[src/rtl/arith_nibble_sequencer_pkg.sv]
// Shared definitions for the nibble-serial arithmetic sequencer: op codes,
// FSM state encoding and the carry injected into the first nibble.
package arith_nibble_sequencer_pkg;

  typedef enum logic [1:0] {
    OP_ADD = 2'b00,
    OP_SUB = 2'b01,
    OP_INC = 2'b10,
    OP_DEC = 2'b11
  } op_e;

  typedef enum logic [1:0] {
    ST_IDLE = 2'd0,
    ST_RUN  = 2'd1,
    ST_DONE = 2'd2
  } state_e;

  // Sub and inc need +1 at the bottom (two's complement / increment);
  // dec relies on adding all-ones with no carry.
  function automatic logic first_carry(input logic [1:0] op, input logic carry_in);
    logic c;
    case (op)
      OP_ADD:         c = carry_in;
      OP_SUB, OP_INC: c = 1'b1;
      default:        c = 1'b0;
    endcase
    return c;
  endfunction

endpackage

[src/rtl/arith_nibble_sequencer.sv]
// Drives an external 4-bit add/sub/inc/dec unit across WIDTH/4 nibbles,
// LSB first, chaining the carry through a register to build WIDTH-bit results.
module arith_nibble_sequencer
  import arith_nibble_sequencer_pkg::*;
#(
  parameter int WIDTH   = 8,
  parameter int NIBBLES = WIDTH / 4
) (
  input  logic             clk,
  input  logic             rst_n,
  input  logic             start,
  input  logic [1:0]       op,
  input  logic             carry_in,
  input  logic [WIDTH-1:0] a,
  input  logic [WIDTH-1:0] b,
  output logic             busy,
  output logic             done,
  output logic [WIDTH-1:0] result,
  output logic             c_out,
  output logic [3:0]       au_a,
  output logic [3:0]       au_b,
  output logic             au_cin,
  output logic [1:0]       au_s,
  input  logic [3:0]       au_d,
  input  logic             au_cout
);

  localparam int IDX_W = (NIBBLES > 1) ? $clog2(NIBBLES) : 1;

  // Handshake: start is accepted only in IDLE (single-cycle pulse is enough);
  // busy covers RUN and DONE, and done pulses for one cycle with result/c_out
  // valid, which then hold until the next accepted start.

  state_e             state_q, state_d;
  logic [IDX_W-1:0]   idx_q;
  logic [WIDTH-1:0]   a_q, b_q;
  logic [1:0]         op_q;
  logic               cin0_q;
  logic               carry_q;
  logic [WIDTH-1:0]   result_q;
  logic               c_out_q;

  logic [WIDTH-1:0]   a_sh, b_sh;
  logic               last;

  assign a_sh = a_q >> {idx_q, 2'b00};
  assign b_sh = b_q >> {idx_q, 2'b00};
  assign last = (idx_q == IDX_W'(NIBBLES - 1));

  always_ff @(posedge clk) begin
    if (!rst_n) state_q <= ST_IDLE;
    else        state_q <= state_d;
  end

  always_comb begin
    state_d = state_q;
    au_a    = 4'h0;
    au_b    = 4'h0;
    au_cin  = 1'b0;
    au_s    = 2'b00;
    case (state_q)
      ST_IDLE: if (start) state_d = ST_RUN;
      ST_RUN: begin
        au_a   = a_sh[3:0];
        au_b   = b_sh[3:0];
        au_s   = op_q;
        au_cin = (idx_q == '0) ? cin0_q : carry_q;
        if (last) state_d = ST_DONE;
      end
      ST_DONE: state_d = ST_IDLE;
      default: state_d = ST_IDLE;
    endcase
  end

  always_ff @(posedge clk) begin
    if (!rst_n) begin
      idx_q    <= '0;
      a_q      <= '0;
      b_q      <= '0;
      op_q     <= 2'b00;
      cin0_q   <= 1'b0;
      carry_q  <= 1'b0;
      result_q <= '0;
      c_out_q  <= 1'b0;
    end else begin
      case (state_q)
        ST_IDLE: begin
          if (start) begin
            a_q    <= a;
            b_q    <= b;
            op_q   <= op;
            cin0_q <= first_carry(op, carry_in);
            idx_q  <= '0;
          end
        end
        ST_RUN: begin
          for (int n = 0; n < NIBBLES; n++) begin
            if (idx_q == IDX_W'(n)) result_q[4*n +: 4] <= au_d;
          end
          carry_q <= au_cout;
          if (last) begin
            c_out_q <= au_cout;
            idx_q   <= '0;
          end else begin
            idx_q   <= idx_q + IDX_W'(1);
          end
        end
        default: ;
      endcase
    end
  end

  assign busy   = (state_q != ST_IDLE);
  assign done   = (state_q == ST_DONE);
  assign result = result_q;
  assign c_out  = c_out_q;

endmodule

[config.mk]
export PLATFORM = sky130hd
export DESIGN_NAME = arith_nibble_sequencer
export DESIGN_NICKNAME = d
export VERILOG_FILES = /design/src/rtl/arith_nibble_sequencer_pkg.sv /design/src/rtl/arith_nibble_sequencer.sv
export SDC_FILE = /design/constraint.sdc
export NUM_CORES = 1
export LEC_CHECK = 0
export BUFFER_PORTS_ARGS = -buffer_cell sky130_fd_sc_hd__buf_2
export CAP_MARGIN = 20
export CORE_ASPECT_RATIO = 1.1
export CORE_MARGIN = 3
export CORE_UTILIZATION = 35
export CTS_CLUSTER_SIZE = 8
export DETAILED_ROUTE_END_ITERATION = 10
export PLACE_DENSITY_LB_ADDON = 0.05
export SLEW_MARGIN = 40
export SYNTH_ARGS = -nofsm -noshare
export SYNTH_HDL_FRONTEND = slang
export SYNTH_SLANG_ARGS = --single-unit
export TNS_END_PERCENT = 20
[constraint.sdc]
create_clock -name clk -period 1.4 [get_ports clk]
set_input_delay 0.07 -clock clk [delete_from_list [all_inputs] [get_ports clk]]
set_output_delay 0.07 -clock clk [all_outputs]
set_load 0.01 [all_outputs]
# == Word-level counts from Yosys, hierarchy flattened ==
# Index checks and enable logic that the tools add are counted.
# totals
wordCells,42
regBits,32
# classes
n_mux,12
n_shift,2
eq_ne,6
add_sub_neg,1
reduce_logical,10
bitwise,1
# ops
operator,count
right shift 8 x 3 -> 4 bit,2
AND reduction 2 bit,5
two-way mux 4 bit,2
two-way mux 2 bit,3
equality test 2 x 1 -> 1 bit (second input constant),2
equality test 2 bit (second input constant),2
logical NOT 2 bit,2
two-way mux 1 bit,4
inequality test 2 bit (second input constant),2
one-hot mux 1 bit (2 select lines),2
one-hot mux 2 bit (2 select lines),1
nonzero test 2 bit,2
OR reduction 2 bit,1
adder 1 bit (second input constant),1
inverter 1 bit,1

# == Longest topological paths before layout ==
# Gate-level depths: netlist (run 1).
# depth
word_depth,3
depth_mapped,5
depth_no_buf,4

# == Worst setup path before layout (run 1) ==
# OpenSTA, ideal clock, no wires.
# synth_path
kind,register -> register
startpoint,register state_q[1]
endpoint,register cin0_q
arrival_ns,1.173
setup_ns,0.096
path_stages_with_launch,5
required_ns,1.304
period_less_slack_ns,1.268
setup_slack_ns,0.132
cell_sequence,dfxtp_1 -> buf_6 -> or3b_4 -> buf_6 -> o41ai_2
# synth_between
elab_chain_cells,2
# synth_lines
item,line_no,source
start: declaration,arith_nibble_sequencer.sv:34,"state_e state_q, state_d;"
start signal: assignment,arith_nibble_sequencer.sv:52,else state_q <= state_d;
logical NOT 2 bit,arith_nibble_sequencer.sv:86,case (state_q)
AND reduction 2 bit (no line),n/a,
end signal: assignment,arith_nibble_sequencer.sv:92,"cin0_q <= first_carry(op, carry_in);"
end: declaration,arith_nibble_sequencer.sv:38,logic cin0_q;
# No other way between the ends.
# A chain may end at the register's enable or synchronous reset.

# == Worst setup path in the final report (run 1) ==
# layout_path
startpoint,register state_q[1]
endpoint,output port au_b[3]
# layout_between
elab_chain_cells,2
# layout_lines
item,line_no,source
equality test 2 x 1 -> 1 bit,arith_nibble_sequencer.sv:61,case (state_q)
two-way mux 4 bit,arith_nibble_sequencer.sv:61,
end: declaration,arith_nibble_sequencer.sv:21,"output logic [3:0] au_b,"
# No other way between the ends.

==> results of run 1 <==
[cells by family after synthesis]
family	Yosys count	share of synthesized area, %
buffers and inverters	15	5.64
AND/OR/NAND/NOR	74	23.3
flip-flops	32	44.4
adder cells (fa/ha/maj)	2	1.74
multiplexers	9	6.25
AO/OA/AOI/OAI	37	18.7
[layout make-up]
| type | count | area [um2] | area share [%] |
|---|---|---|---|
| Sequential cell | 32 | 646 | 33.7 |
| Tap cell | 50 | 62.6 | 3.26 |
| Clock buffer | 8 | 90.1 | 4.70 |
| Inverter | 3 | 11.3 | 0.587 |
| Multi-Input combinational cell | 122 | 739 | 38.6 |
| Timing Repair Buffer | 61 | 369 | 19.2 |
[cells in the final DEF, fill, tap and decap left out, drive strengths merged]
cell type,n
nand3b,1
o21ai,4
or3b,1
o41ai,1
clkdlybuf4s15,1
and3,1
o21a,1
nand2b,1
mux2i,9
nor2,9
dfxtp,32
o21bai,1
a21oi,3
nand3,6
buf,60
a21boi,27
and2,2
or2,1
clkbuf,8
inv,3
nand2,47
nor3b,2
ha,2
nor2b,3
[per-stage QoR]
step	instance area (um2)	total power, mW	setup slack (ps)	utilization [%]
after floorplan	1440	1.21	132	-
after global placement	1760	1.33	221	46.2
after detailed placement	1760	1.34	175	46.2
after CTS	1850	2.07	4.66	48.8
after global routing	1920	2.17	-17.3	50.5
final	1920	2.05	38.2	50.5
[worst reg2reg max path: stages, from the launching register on]
cell and delay, ps:
dfxtp_1 330, or3b_4 520, o41ai_2 310
[how the worst min path moves through the flow]
| stage | to | cells past startpoint | slack [ps] | from |
|---|---|---|---|---|
| finish | a_q[5]$_SDFFE_PN0P_ | 3 | 40 | a[5] |
| detailed placement | a_q[5]$_SDFFE_PN0P_ | 3 | 330 | a[5] |
| CTS | a_q[5]$_SDFFE_PN0P_ | 3 | 30 | a[5] |
| global route | a_q[1]$_SDFFE_PN0P_ | 3 | 20 | a[1] |
| floorplan | op_q[1]$_SDFFE_PN0P_ | 2 | 200 | op[1] |
| global placement | a_q[0]$_SDFFE_PN0P_ | 3 | 320 | a[0] |
[registers in the layout, summed over array words and instances (netlist names)]
name and cells:
result 8, b_q 8, idx_q 1, carry_q 1, cin0_q 1, op_q 2, a_q 8, c_out 1
state_q 2
[layer usage]
| metal | GRT usage [%] | up-vias |
|---|---|---|
| met1 | 16.3 | 610 |
| li1 | - | 665 |
| met2 | 25.1 | 43 |
| met4 | 6.08 | 0 |
| met3 | 5.35 | 2 |
| met5 | 0 | - |
[report_power, final]
part           leakage, nW  switching (mW)  total, mW  internal (mW)
Sequential           0.263          0.0315      0.997          0.966
Clock               0.0455           0.306      0.706          0.400
Combinational        0.536           0.175      0.343          0.169
[timing repair]
action | CTS | global route
endpoints found under the setup margin | 9 | 11
pin swaps | 0 | 0
cloned | 0 | 1
gates resized for setup | 3 | 11
buffers inserted | 0 | 1
==> metrics.txt, run 1 <==
first-pass GRT wire length ~5.4 mm; Final Hold Fails 0; final hold slack between 30 and 40 ps; crit path launch state_q[1]$_SDFFE_PN0P_; initial antenna violation count 0; status completed; Final ANT Viol Nets 0; post-synth top area cell dfxtp_1; initial drt markers 49; CP Cell Sequence buf_6 -> nand2b_4 -> buf_4 -> nor2_1 -> buf_2; clock root buffer master clkbuf_8; Worst VDD drop approximately 560 uV; Crit path buffers/inverters 3; maximum clock rate 0.734 GHz; Clock Path Buffers 2; # port buffers 48; placed cell count between 200 and 300; post-synthesis sequential area ratio approximately 44%; most numerous cell in the Yosys netlist nand2_1; vias in the first global route 1224; Top FF cell, synth dfxtp_1; layout cell share with drive strength beyond 1 between 30% and 40%; met2 WL approximately 1.8 mm; Final Non-Filler Cells between 200 and 300; Top Ports between 40 and 50; Worst-Margin Slew just over 300 ps; Async SR Flop Fraction 0%; n_diodes 0; drt pass-1 iters 4; routability cong. ~0.73; # Max-Cap Violations 0; H-tree depth 2; Critical Path Start Type register; Initial Util between 30% and 40%; synth top area cells dfxtp_1 (44%), a21boi_0 (14%), nand2_1 (12%), mux2i_1 (6.3%), nor2_1 (2.3%); Final nets approximately 250; worst-path fanout max 8; Overall Global Routing Usage 14.7%; Die W 67.2 um; pin count of the biggest net entering global routing 22; Reg2Reg Launch Point state_q[1]$_SDFFE_PN0P_; total grt overflow 0; Rel. slew slack about four fifths; CTS tree yes; crit path to au_b[3]; Synth Warn # 0; Critical Path Max Stage Delay between 300 and 400 ps; crit-path leading delay family buffers and inverters; Die Area ~0.0049 mm2; worst reg2reg path depth 2; reg-to-reg slack, setup approximately 140 ps; Synth cell types 28; Worst path slowest cell dfxtp_1; Tmin final 1360 ps; Max Slew Vio Count 0; Worst setup EP type output port; Post-route DRC 0; final worst-path cycle share approximately 97%; M1 WL 1.37 mm; wire per inst 12.3 um; Post-DP HPWL 2.45 mm; top sig layer met4; Avg Inst Size Synth around 8.5 um2; CTS clk-pin slew, worst paths about 60 ps; Fillers 417; Num CTS Buffers 5; worst-skew pair later-pin latency 270 ps; vias per cell ~4.8; WL met3 roughly 240 um; Leakage ~0.84 nW; Die H ~73 um; top-area cell type share of the netlist area approximately 44%; worst min-delay path category in -> reg; instance count on the critical path 5; synth-to-layout area growth 33.1%; Final setup viols 0; synth cell count leaders nand2_1 (47), dfxtp_1 (32), a21boi_0 (26); critical path arrival approximately 1300 ps; Hold-fix buffers, CTS 0; Core ar. between 0.003 and 0.004 mm2; Syn Inst Count roughly 170; Critical Path RT ~1300 ps; clk_skew approximately 2.6 ps; drt total wl 3.40 mm; Num Clock Sinks 32; power per cell area approximately 1100 mW/mm2; num rows 23; syn_nets between 150 and 200; via count 1320; flops & latches, synth 32; Post-Syn Area approximately 0.0014 mm2; Worst R2R End cin0_q$_SDFFE_PN0P_; critical setup path kind reg -> out; EDFF count, synth 0; TNS Setup 0 ps
Power figures use the tool's default switching activity.
==> run 2: changes to the inputs <==
==> constraint.sdc (replaced) <==
create_clock -name clk -period 1.5 [get_ports clk]
set_input_delay 0.075 -clock clk [delete_from_list [all_inputs] [get_ports clk]]
set_output_delay 0.075 -clock clk [all_outputs]
set_load 0.01 [all_outputs]
==> metrics.txt, run 2 (synthesis results as in run 1) <==
Initial Util 37.9% (unchanged); vias in the first global route 1173 (-4.2%); Rel. slew slack 78.3% (-1.4 points); pin count of the biggest net entering global routing 22 (unchanged); worst min-delay path category in -> reg; Max Slew Vio Count 0 (unchanged); wire per inst 11.9 um (-3.3%); n_diodes 0 (unchanged); CTS tree yes; Switching Fraction 25.9% (+0.84 points); # port buffers 48 (unchanged); routability cong. 0.749 (+2.6%); Top Ports 49 (unchanged); Num Clock Sinks 32 (unchanged); critical path arrival 1320 ps (+30 ps); Num CTS Buffers 5 (unchanged); Worst VDD drop 395 uV (-29%); RSZ-0062 raised after global routing false; maximum clock rate around 0.7 GHz; clock root buffer master clkbuf_8; Worst setup EP type output port; worst-path fanout max 8 (unchanged); Core ar. 0.00380 mm2 (unchanged); Final Hold Fails 0 (unchanged); Leakage 0.821 nW (-2.7%); Comb power frac 15.4% (-1.4 points); crit path launch state_q[1]$_SDFFE_PN0P_; Die H 73.3 um (unchanged); critical setup path kind reg -> out; worst-skew pair later-pin latency 280 ps (about the same); Die Area 0.00493 mm2 (unchanged); Final ANT Viol Nets 0 (unchanged); Die W 67.2 um (unchanged); H-tree depth 2 (unchanged); postcts setup bufs 0 (unchanged); Final nets 251 (-1.2%); power per cell area 1030 mW/mm2 (-3.8%); Critical Path RT 1420 ps (+90 ps); Final Cell Area 0.00184 mm2 (-3.9%); Overall Global Routing Usage 14.7% (-0.017 points); Placement Cell Area 0.00175 mm2 (-0.43%); internal power 1.40 mW (-8.6%); leading cell types in the layout, fill and taps excluded buf_2 (48), nand2_1 (47), dfxtp_1 (31); NetSw 0.489 mW (-4.5%); CTS clk-pin slew, worst paths 70 ps (about the same); Hold-fix buffers, CTS 0 (unchanged); Post-route DRC 0 (unchanged); layout cell share with drive strength beyond 1 31.8% (-2.2 points); first-pass GRT wire length 5.33 mm (-0.65%); fin util 48.5% (-2.0 points); status completed; final worst-path cycle share between 90% and 100%; num rows 23 (unchanged); Hold Path Depth 3 (unchanged); Reg2Reg Launch Point state_q[0]$_SDFFE_PN0P_; total power 1.89 mW (-7.6%); TNS Setup 0 ps (unchanged); worst reg2reg path depth 2 (unchanged); via count 1257 (-4.8%); Hold Path Origin a[4]; Worst-Margin Slew 326 ps (+21.2 ps); clk_skew 7.26 ps (+4.66 ps); Reg power frac 49.1% (+0.4 points); Final setup viols 0 (unchanged); Clock Power Share 35.4% (+0.9 points); Clock Path Buffers 2 (unchanged); synth-to-layout area growth 27.9%; commonest non-fill, non-tap cell in the layout buf_2; Tmin final 1390 ps; # Max-Cap Violations 0 (unchanged); total grt overflow 0 (unchanged); Critical Path Start Type register; initial drt markers 32 (-35%); Post-DP HPWL 2.43 mm (-0.74%); drt pass-1 iters 4 (unchanged); initial antenna violation count 0 (unchanged); vias per cell 4.60 (-3.7%); drt total wl 3.26 mm (-4.3%)
run 2: power by group through the flow:
stage	Clock [mW]	Sequential [mW]	Combinational, mW
2_1_floorplan	0	0.943	0.185
3_3_place_gp	0	0.946	0.292
3_5_place_dp	0	0.948	0.297
4_1_cts	0.699	0.928	0.298
5_1_grt	0.740	0.934	0.327
6_report	0.670	0.929	0.292
run 2: repair_timing:
action,in CTS,in global routing
endpoints found under the hold margin,0,0
resized for setup,0,1
setup endpoints to repair,0,4
run 2: worst max-delay path: stages, from the launching register on:
cell and delay (ps):
dfxtp_1 310, buf_4 160, nand2b_1 160, buf_4 170
nor2_1 110, buf_2 140
run 2: final cells by class:
cell class | instances | area, um2
inverter | 3 | 11.3
tap | 50 | 62.6
sequential | 32 | 642
fill | 392 | 1960
clock inverter | 2 | 10.0
multi-input combinational | 122 | 719
clock buffer | 6 | 82.6
timing repair buffer | 58 | 315
run 2: final timing paths:
path / endpoint / slack [ps]
setup / recovery: au_cin / 110
hold / removal: a_q[4]$_SDFFE_PN0P_ / 40
hold reg to reg: op_q[1]$_SDFFE_PN0P_ / 450
setup reg to reg: cin0_q$_SDFFE_PN0P_ / 240
run 2: metal layers:
| layer | wire length (um) | track usage (%) | share of wire, % | up-vias |
|---|---|---|---|---|
| met5 | 0 | 0 | 0 | - |
| met1 | 1400 | 16.9 | 43 | 561 |
| li1 | - | - | - | 662 |
| met2 | 1640 | 24.5 | 50 | 29 |
| met4 | 46 | 5.41 | 1.4 | 0 |
| met3 | 163 | 5.66 | 5.0 | 5 |
run 2: per-stage QoR:
step	hold slack, ps	worst slack [ps]	std cells
2_1_floorplan	209	232	169
3_3_place_gp	326	230	265
3_5_place_dp	336	196	265
4_1_cts	34.4	27.6	273
5_1_grt	30.0	4.39	273
6_report	41.6	108	273
